`src/rtl/io_pkg.sv`:
```
// Shared types and default parameters for the switch sampler.
package io_pkg;

  // Per-channel debounce state
  typedef enum logic {
    STABLE   = 1'b0,
    SETTLING = 1'b1
  } sw_state_e;

  localparam int DEF_WIDTH        = 32;
  localparam int DEF_DEBOUNCE_CYC = 16;
  localparam int DEF_SYNC_STAGES  = 2;

endpackage

```
`src/rtl/sw_debounce_ch.sv`:
```
// One switch channel: input synchroniser, debounce FSM with counter,
// debounced level and registered rise/fall pulses.
module sw_debounce_ch
  import io_pkg::*;
#(
  parameter int DEBOUNCE_CYC = DEF_DEBOUNCE_CYC,
  parameter int SYNC_STAGES  = DEF_SYNC_STAGES
) (
  input  logic i_clk,
  input  logic i_reset,
  input  logic sw_raw,
  output logic stable,
  output logic rise,
  output logic fall,
  output logic accept
);

  localparam int CW = $clog2(DEBOUNCE_CYC + 1);
  // The counter records how many consecutive differing samples have been
  // seen; the sample that makes it DEBOUNCE_CYC is the accepting one, so a
  // step lands on the output SYNC_STAGES+DEBOUNCE_CYC edges after capture.
  localparam logic [CW-1:0] LAST_CNT = CW'(DEBOUNCE_CYC - 1);

  logic [SYNC_STAGES-1:0] sync_reg;
  logic                   synced;
  logic                   differs;
  sw_state_e              state_reg;
  logic [CW-1:0]          cnt_reg;
  logic                   stable_reg;
  logic                   rise_reg;
  logic                   fall_reg;

  // Shift the raw level through the synchroniser chain
  always_ff @(posedge i_clk or negedge i_reset) begin
    if (!i_reset) sync_reg <= '0;
    else          sync_reg <= {sync_reg[SYNC_STAGES-2:0], sw_raw};
  end

  assign synced  = sync_reg[SYNC_STAGES-1];
  assign differs = (synced != stable_reg);
  // High in the cycle whose edge flips the debounced level
  assign accept  = (state_reg == SETTLING) && differs && (cnt_reg == LAST_CNT);

  // Debounce FSM: count a held new level, drop it on any glitch back
  always_ff @(posedge i_clk or negedge i_reset) begin
    if (!i_reset) begin
      state_reg  <= STABLE;
      cnt_reg    <= '0;
      stable_reg <= 1'b0;
      rise_reg   <= 1'b0;
      fall_reg   <= 1'b0;
    end else begin
      rise_reg <= 1'b0;
      fall_reg <= 1'b0;
      case (state_reg)
        STABLE: begin
          if (differs) begin
            state_reg <= SETTLING;
            cnt_reg   <= CW'(1);
          end
        end
        SETTLING: begin
          if (!differs) begin
            state_reg <= STABLE;
            cnt_reg   <= '0;
          end else if (accept) begin
            stable_reg <= ~stable_reg;
            rise_reg   <= ~stable_reg;
            fall_reg   <= stable_reg;
            cnt_reg    <= '0;
            state_reg  <= STABLE;
          end else begin
            cnt_reg <= cnt_reg + CW'(1);
          end
        end
        default: begin
          state_reg <= STABLE;
          cnt_reg   <= '0;
        end
      endcase
    end
  end

  assign stable = stable_reg;
  assign rise   = rise_reg;
  assign fall   = fall_reg;

endmodule

```
`src/rtl/io_sw_sampler.sv`:
```
// Multi-channel debounced switch sampler with sticky change flags and a
// maskable interrupt request.
module io_sw_sampler
  import io_pkg::*;
#(
  parameter int WIDTH        = DEF_WIDTH,
  parameter int DEBOUNCE_CYC = DEF_DEBOUNCE_CYC,
  parameter int SYNC_STAGES  = DEF_SYNC_STAGES
) (
  input  logic             i_clk,
  input  logic             i_reset,
  input  logic [WIDTH-1:0] i_io_sw,
  input  logic             i_ack,
  input  logic [WIDTH-1:0] i_ack_mask,
  input  logic [WIDTH-1:0] i_irq_mask,
  output logic [WIDTH-1:0] o_sw_stable,
  output logic [WIDTH-1:0] o_sw_rise,
  output logic [WIDTH-1:0] o_sw_fall,
  output logic [WIDTH-1:0] o_change,
  output logic             o_irq
);

  logic [WIDTH-1:0] accept_vec;
  logic [WIDTH-1:0] clear_vec;
  logic [WIDTH-1:0] change_reg;

  generate
    for (genvar gi = 0; gi < WIDTH; gi++) begin : g_ch
      sw_debounce_ch #(
        .DEBOUNCE_CYC(DEBOUNCE_CYC),
        .SYNC_STAGES (SYNC_STAGES)
      ) u_ch (
        .i_clk  (i_clk),
        .i_reset(i_reset),
        .sw_raw (i_io_sw[gi]),
        .stable (o_sw_stable[gi]),
        .rise   (o_sw_rise[gi]),
        .fall   (o_sw_fall[gi]),
        .accept (accept_vec[gi])
      );
    end
  endgenerate

  assign clear_vec = i_ack ? i_ack_mask : '0;

  // Sticky change flags; a new acceptance beats a simultaneous clear
  always_ff @(posedge i_clk or negedge i_reset) begin
    if (!i_reset) change_reg <= '0;
    else          change_reg <= (change_reg & ~clear_vec) | accept_vec;
  end

  assign o_change = change_reg;
  assign o_irq    = |(change_reg & i_irq_mask);

endmodule

```
`config.mk`:
```
export PLATFORM = sky130hd
export DESIGN_NAME = io_sw_sampler
export DESIGN_NICKNAME = d
export VERILOG_FILES = /design/src/rtl/io_pkg.sv /design/src/rtl/sw_debounce_ch.sv /design/src/rtl/io_sw_sampler.sv
export SDC_FILE = /design/constraint.sdc
export NUM_CORES = 1
export LEC_CHECK = 0
export CAP_MARGIN = 20
export CORE_MARGIN = 1
export CORE_UTILIZATION = 50
export DETAILED_ROUTE_END_ITERATION = 12
export PLACE_DENSITY = 0.8
export SYNTH_ARGS = -nofsm -noshare
export SYNTH_HDL_FRONTEND = slang
export SYNTH_HIERARCHICAL = 1
export SYNTH_SLANG_ARGS = --single-unit
```
`constraint.sdc`:
```
create_clock -name i_clk -period 1.6 [get_ports i_clk]
set_input_delay 0.16 -clock i_clk [delete_from_list [all_inputs] [get_ports i_clk]]
set_output_delay 0.16 -clock i_clk [all_outputs]
set_load 0.02 [all_outputs]
```
==> results of run 1 <==
[area by class of cell]
class | instances | share of cell area
sequential | 384 | 0.442
clock buffer | 66 | 0.0600
clock inverter | 12 | 0.00610
tap | 442 | 0.0255
multi-input combinational | 981 | 0.323
timing repair buffer | 351 | 0.144
[routing by layer]
layer / vias to the layer above / global-route usage
met5: - / 0
met3: 66 / 0.0403
met2: 227 / 0.374
met4: 0 / 0.0663
li1: 5725 / -
met1: 5950 / 0.270
[repair_timing]
| item | CTS | global route |
|---|---|---|
| buffers inserted | 1 | 12 |
| resized for setup | 140 | 28 |
| hold buffers | 1 | 0 |
| endpoints found under the hold margin | 384 | 0 |
| pin swaps | 4 | 4 |
| endpoints found under the setup margin | 132 | 31 |
[where the power goes]
group | switching (W) | total (W) | internal (W)
clock network | 0.00383 | 0.00976 | 0.00594
logic | 0.000908 | 0.00183 | 0.000923
registers | 0.000383 | 0.0105 | 0.0101
[how the worst max path moves through the flow]
stage               endpoint  slack [ns]              startpoint
floorplan              o_irq        0.08  o_change[14]$_DFF_PN0_
global placement       o_irq       -0.92           i_irq_mask[7]
detailed placement     o_irq       -0.91           i_irq_mask[7]
CTS                    o_irq       -0.79   o_change[7]$_DFF_PN0_
global route           o_irq       -0.75  o_change[30]$_DFF_PN0_
finish                 o_irq       -0.71   o_change[7]$_DFF_PN0_
[layout by cell type, fill, tap and decap left out, types with 2 or more instances in the layout]
master,n
clkbuf_16,44
clkbuf_8,12
clkinvlp_4,3
ha_2,9
ha_4,3
nand3_2,32
a211oi_1,32
a22oi_2,5
buf_4,117
nand3_1,64
nor3b_1,91
nor2_1,124
dfrtp_2,2
clkdlybuf4s15_1,2
a21o_1,32
clkdlybuf4s50_1,96
dfrtp_1,382
nand4_1,4
xor2_1,96
clkbuf_1,10
nor2_2,3
xnor2_1,32
clkinv_2,5
buf_12,6
dlygate4sd2_1,125
o21ai_0,64
nand2_1,128
o2111ai_1,32
nand3b_1,32
or3b_4,32
and3_2,32
bufinv_16,2
mux2_4,32
o31ai_1,32
o21a_1,32
ha_1,20
nor3b_2,5
a22oi_1,11
[metrics by stage]
step	setup WS (ns)	area (um2)	setup TNS, ns	total power, W	cells
finish	-0.713	21700	-0.713	0.0221	2236
detailed placement	-0.915	20200	-0.943	0.0124	2144
floorplan	0.0839	16600	0	0.0115	1400
CTS	-0.791	21500	-0.791	0.0222	2224
global route	-0.752	21700	-0.777	0.0231	2236
global placement	-0.916	20200	-0.916	0.0123	2144
[cells by family (layout without fill, tap and decap cells)]
| group | Yosys count | count (layout) |
|---|---|---|
| flip-flops | 384 | 384 |
| XOR/XNOR | 128 | 128 |
| AO/OA/AOI/OAI | 240 | 240 |
| adder cells (fa/ha/maj) | 32 | 32 |
| AND/OR/NAND/NOR | 549 | 549 |
| multiplexers | 32 | 32 |
| buffers and inverters | 35 | 429 |
[worst max-delay path, cell delays in order, from the launching register on]
cell and delay, ns:
dfrtp_1 0.38, a22oi_2 0.29, nand4_1 0.24, or4_4 0.57, buf_6 0.16
==> out/metrics.yaml, run 1 <==
outcome: "finished, violations left"
failed_checks: "setup timing"
path_max_fanout: 2
syn-num-nets: 1531
synthArstFlopShare: 1.00
hold_ws_ns: 0.0615
syn_avg_cell_area_um2: 11.9
pin_count: 228
die_w_um: 184
routed-wl-met3_mm: 1.65
fin_util: 0.666
yosys.area_share.simple: 0.192
hold_violations: 0
antennaDiodeCount: 0
hold_depth: 1
path_clk_slew_ns: 0.06
worst_slew_pin_slew_ns: 0.502
syn_inst: 1400
min_path_type: "in2reg"
antenna_found_initial: 0
core_area_um2: 32600
grt_max_degree: 76
first_iter_violations: 503
synth_xor_area_frac: 0.0674
clockRootBuffer: "clkbuf_16"
fmax_mhz: 432
yosys.area.top_type: "dfrtp_1"
final_net_count: 1892
cp.arrival_ns: 2.15
synth.most_common_cell: "dfrtp_1"
cts_max_path_buffers: 3
ys.flop_type: "dfrtp_1"
r2r_setup_slack_ns: 0.02
ys_ff_latch: 384
synth_top_family_by_area: "simple AND/OR/NAND/NOR gates"
setup_viol: 1
fillers: 2401
clkSinkCount: 384
rr_endpoint: "g_ch[15].u_ch/stable$_DFFE_PN0P_"
grtUsageTotal: 0.215
finalMaxSlewViolations: 0
ir_drop_uv: 905
cellPowerDensity_nw_per_um2: 1020
synth_edf_count: 0
viasPerCell: 5.35
post-route-min-period_ns: 2.31
place_congestion: 0.847
grt_pass1_wl_mm: 59.6
synth_fa_ha_area_frac: 0.0241
dieArea_um2: 34000
reg2regPathDepth: 4
cts_inserted_buffers: 43
drt-total-wl_mm: 36.0
final_layout_size_suffix_gt1_frac: 0.196
synth_seq_area_share: 0.578
cp-end-kind: "output port"
relSlewSlack: 0.663
grt_setup_unrepaired: "yes"
ant_nets: 0
worstPathRequired_ns: 1.44
hold_end: "g_ch[15].u_ch/sync_reg[0]$_DFF_PN0_"
clock_latency_ns: 0.53
synth.distinct_cells: 24
syn_area_um2: 16600
finalCritPeriodShare: 1.45
die_height_um: 184
clock_skew_ns: 0.0220
grt_pass1_vias: 12336
path_class: "reg2out"
dr_total_vias: 11968
tritoncts: "built"
wl_met2_mm: 18.0
gr-total-overflow: 0
timing.rr.start: "g_ch[15].u_ch/cnt_reg[0]$_DFFE_PN0P_"
multi_input_area_um2: 7010
num_rows: 66
wl_met1_mm: 15.6
h-tree-depth: 2
drc_errors: 0
drt_pass1_iterations: 4
start_util: 0.510
portBuffers: 227
hp-start: "i_io_sw[15]"
syn2layout_area_growth_pct: 30.6
place_hpwl_mm: 25.4
yosys_warnings: 6
synth-compound-area-share: 0.102
wl_per_cell_um: 16.1
postLayoutSetupSlackWorst_ns: -0.713
maxCapViolCount: 0
seqCellArea_um2: 9610
ys_top_cells_by_area: "dfrtp_1, xor2_1, nor3b_1, mux2_4, nand2_1"
p_leak_nw: 10.5
synthMuxAreaShare: 0.0289
largest_register_ffs: 160
synth_top_cells_by_count: "dfrtp_1, nand2_1, nor2_1"
top_layer_used: "met4"
yosysTopAreaCellShare: 0.578
start_kind: "flop"
Note: power is estimated with default switching activity, not from simulation.
==> inputs of run 2 (changes only) <==
Settings changed: CAP_MARGIN 20 to unset.
==> results of run 2 <==
The final DEF is identical to that of run 1; final timing and power are the same.
==> inputs of run 3 (changes only) <==
Settings changed: CAP_MARGIN set to 20, HOLD_SLACK_MARGIN set to 0.15.
==> out/metrics.yaml, run 3 (synthesis gave the netlist of run 1 again) <==
setup_viol: 1  # unchanged
die_height_um: 184  # unchanged
grt_max_degree: 76  # unchanged
cp_slowest_cell: "or4_4"
grtUsageTotal: 0.220  # +0.00529
clock_latency_ns: 0.53  # about the same
cts_max_path_buffers: 3  # unchanged
critPathTopFamily: "simple AND/OR/NAND/NOR gates"
cp.arrival_ns: 2.16  # about the same
finalCritPeriodShare: 1.45  # +0.00382
tritoncts: "built"
cellPowerDensity_nw_per_um2: 1000  # -1.2%
crit_buf_inv: 1  # unchanged
maxCapViolCount: 0  # unchanged
drc_errors: 0  # unchanged
layout.cells.most_common: "dfrtp_1"
pre_cts_ws_ns: -0.915  # unchanged
dieArea_um2: 34000  # unchanged
post-route-min-period_ns: 2.32  # +0.00612 ns
antennaDiodeCount: 0  # unchanged
antenna_found_initial: 0  # unchanged
hold_ws_ns: 0.216  # +0.155 ns
worstPathRequired_ns: 1.44  # about the same
largest_register_ffs: 160  # unchanged
grt_setup_unrepaired: "yes"
die_w_um: 184  # unchanged
place_congestion: 0.847  # unchanged
clkSinkCount: 384  # unchanged
stdcell_area_um2: 22100  # +1.6%
path_cells: "a22oi_2 > nand4_1 > or4_4 > buf_6"
relSlewSlack: 0.663  # about the same
path_max_fanout: 2  # unchanged
p_leak_nw: 10.6  # +1.4%
path_clk_slew_ns: 0.06  # about the same
portBuffers: 227  # unchanged
path_class: "reg2out"
syn2layout_area_growth_pct: 32.8
drt_pass1_iterations: 6  # +2
postLayoutSetupSlackWorst_ns: -0.719  # -0.00612 ns
cpPeakStageDelay_ns: 0.57  # about the same
h-tree-depth: 2  # unchanged
ant_nets: 0  # unchanged
first_iter_violations: 574  # +14%
grt_pass1_wl_mm: 60.9  # +2.0%
hold_violations: 0  # unchanged
outcome: "finished, violations left"
drt-total-wl_mm: 36.9  # +2.5%
clock_skew_ns: 0.0214  # -0.000542 ns
worst_slew_pin_slew_ns: 0.503  # +0.000251 ns
clockRootBuffer: "clkbuf_16"
dp_cells: 2144  # unchanged
place_hpwl_mm: 25.4  # unchanged
fin_cells: 2270  # +1.5%
start_util: 0.510  # unchanged
failed_checks: "setup timing"
cp-end-kind: "output port"
cts_inserted_buffers: 43  # unchanged
finalMaxSlewViolations: 0  # unchanged
dr_total_vias: 12163  # +1.6%
viasPerCell: 5.36  # +0.11%
dpl_cell_area_um2: 20200  # unchanged
fmax_mhz: 431  # -0.26%
core_area_um2: 32600  # unchanged
start_kind: "flop"
min_path_type: "in2reg"
num_rows: 66  # unchanged
ir_drop_uv: 911  # +0.66%
pin_count: 228  # unchanged
gr-total-overflow: 0  # unchanged
final_net_count: 1926  # +1.8%
final_layout_size_suffix_gt1_frac: 0.194  # -0.00201
grt_pass1_vias: 12524  # +1.5%
wl_per_cell_um: 16.3  # +0.98%
layout_common_cells: "dfrtp_1, nand2_1, dlygate4sd2_1"
==> run 3: changes by cell type in the layout (fill, tap and decap cells not counted) <==
cell,change
dlygate4sd3_1,+33
nor3b_1,-1
ha_2,+1
ha_1,-1
buf_12,+1
nor3b_2,+1
==> run 3: final cells by class <==
class,count,area (um2)
timing repair buffer,385,3470
sequential,384,9610
fill,2356,10500
tap,442,553
multi-input combinational,981,7020
clock inverter,12,133
clock buffer,66,1300
==> run 3: what timing repair did <==
item                                    4_1_cts  5_1_grt
gates resized for setup                     140       30
endpoints found under the setup margin      132       32
pin swaps                                     4        4
hold endpoints to repair                    436        0
setup buffers                                 1       12
cloned                                        0        0
hold buffers                                 35        0
==> run 3: metal layers <==
| metal | global-route usage | vias to the layer above | wire length [um] |
|---|---|---|---|
| met5 | 0 | - | 0 |
| met1 | 0.276 | 6049 | 15800 |
| met2 | 0.383 | 252 | 18500 |
| met3 | 0.0399 | 75 | 1660 |
| met4 | 0.0730 | 0 | 963 |
| li1 | - | 5787 | - |
==> run 3: metrics by stage <==
stage	utilization	power (W)	TNS (ns)
floorplan	-	0.0115	0
global placement	0.620	0.0123	-0.916
detailed placement	0.620	0.0124	-0.943
CTS	0.671	0.0223	-0.791
global route	0.677	0.0232	-0.789
finish	0.677	0.0222	-0.719
==> run 3: power by group <==
group	leakage, nW	internal, W	total [W]	switching (W)
combinational	4.91	0.000982	0.00191	0.000930
clock	0.700	0.00594	0.00977	0.00383
sequential	5.03	0.0101	0.0105	0.000384
total	10.6	0.0170	0.0222	0.00514
==> run 3: worst register-to-register path, stage by stage (launching register included) <==
cell	delay (ns)
dfrtp_1	0.39
ha_1	0.23
nand3_2	0.12
or3b_4	0.42
mux2_4	0.30
==> run 3: worst paths after layout <==
path | start | endpoint | slack [ns] | cells past startpoint
worst max register to register | g_ch[15].u_ch/cnt_reg[0]$_DFFE_PN0P_ | g_ch[15].u_ch/stable$_DFFE_PN0P_ | 0.02 | 4
min in group asynchronous | i_reset | g_ch[10].u_ch/cnt_reg[4]$_DFFE_PN0P_ | 0.30 | 3
worst min register to register | g_ch[2].u_ch/sync_reg[0]$_DFF_PN0_ | g_ch[2].u_ch/sync_reg[1]$_DFF_PN0_ | 0.35 | 0
max in group asynchronous | i_reset | g_ch[5].u_ch/sync_reg[0]$_DFF_PN0_ | 0.87 | 3
worst max-delay path | o_change[7]$_DFF_PN0_ | o_irq | -0.72 | 4
worst min-delay path | i_ack_mask[22] | o_change[22]$_DFF_PN0_ | 0.22 | 3
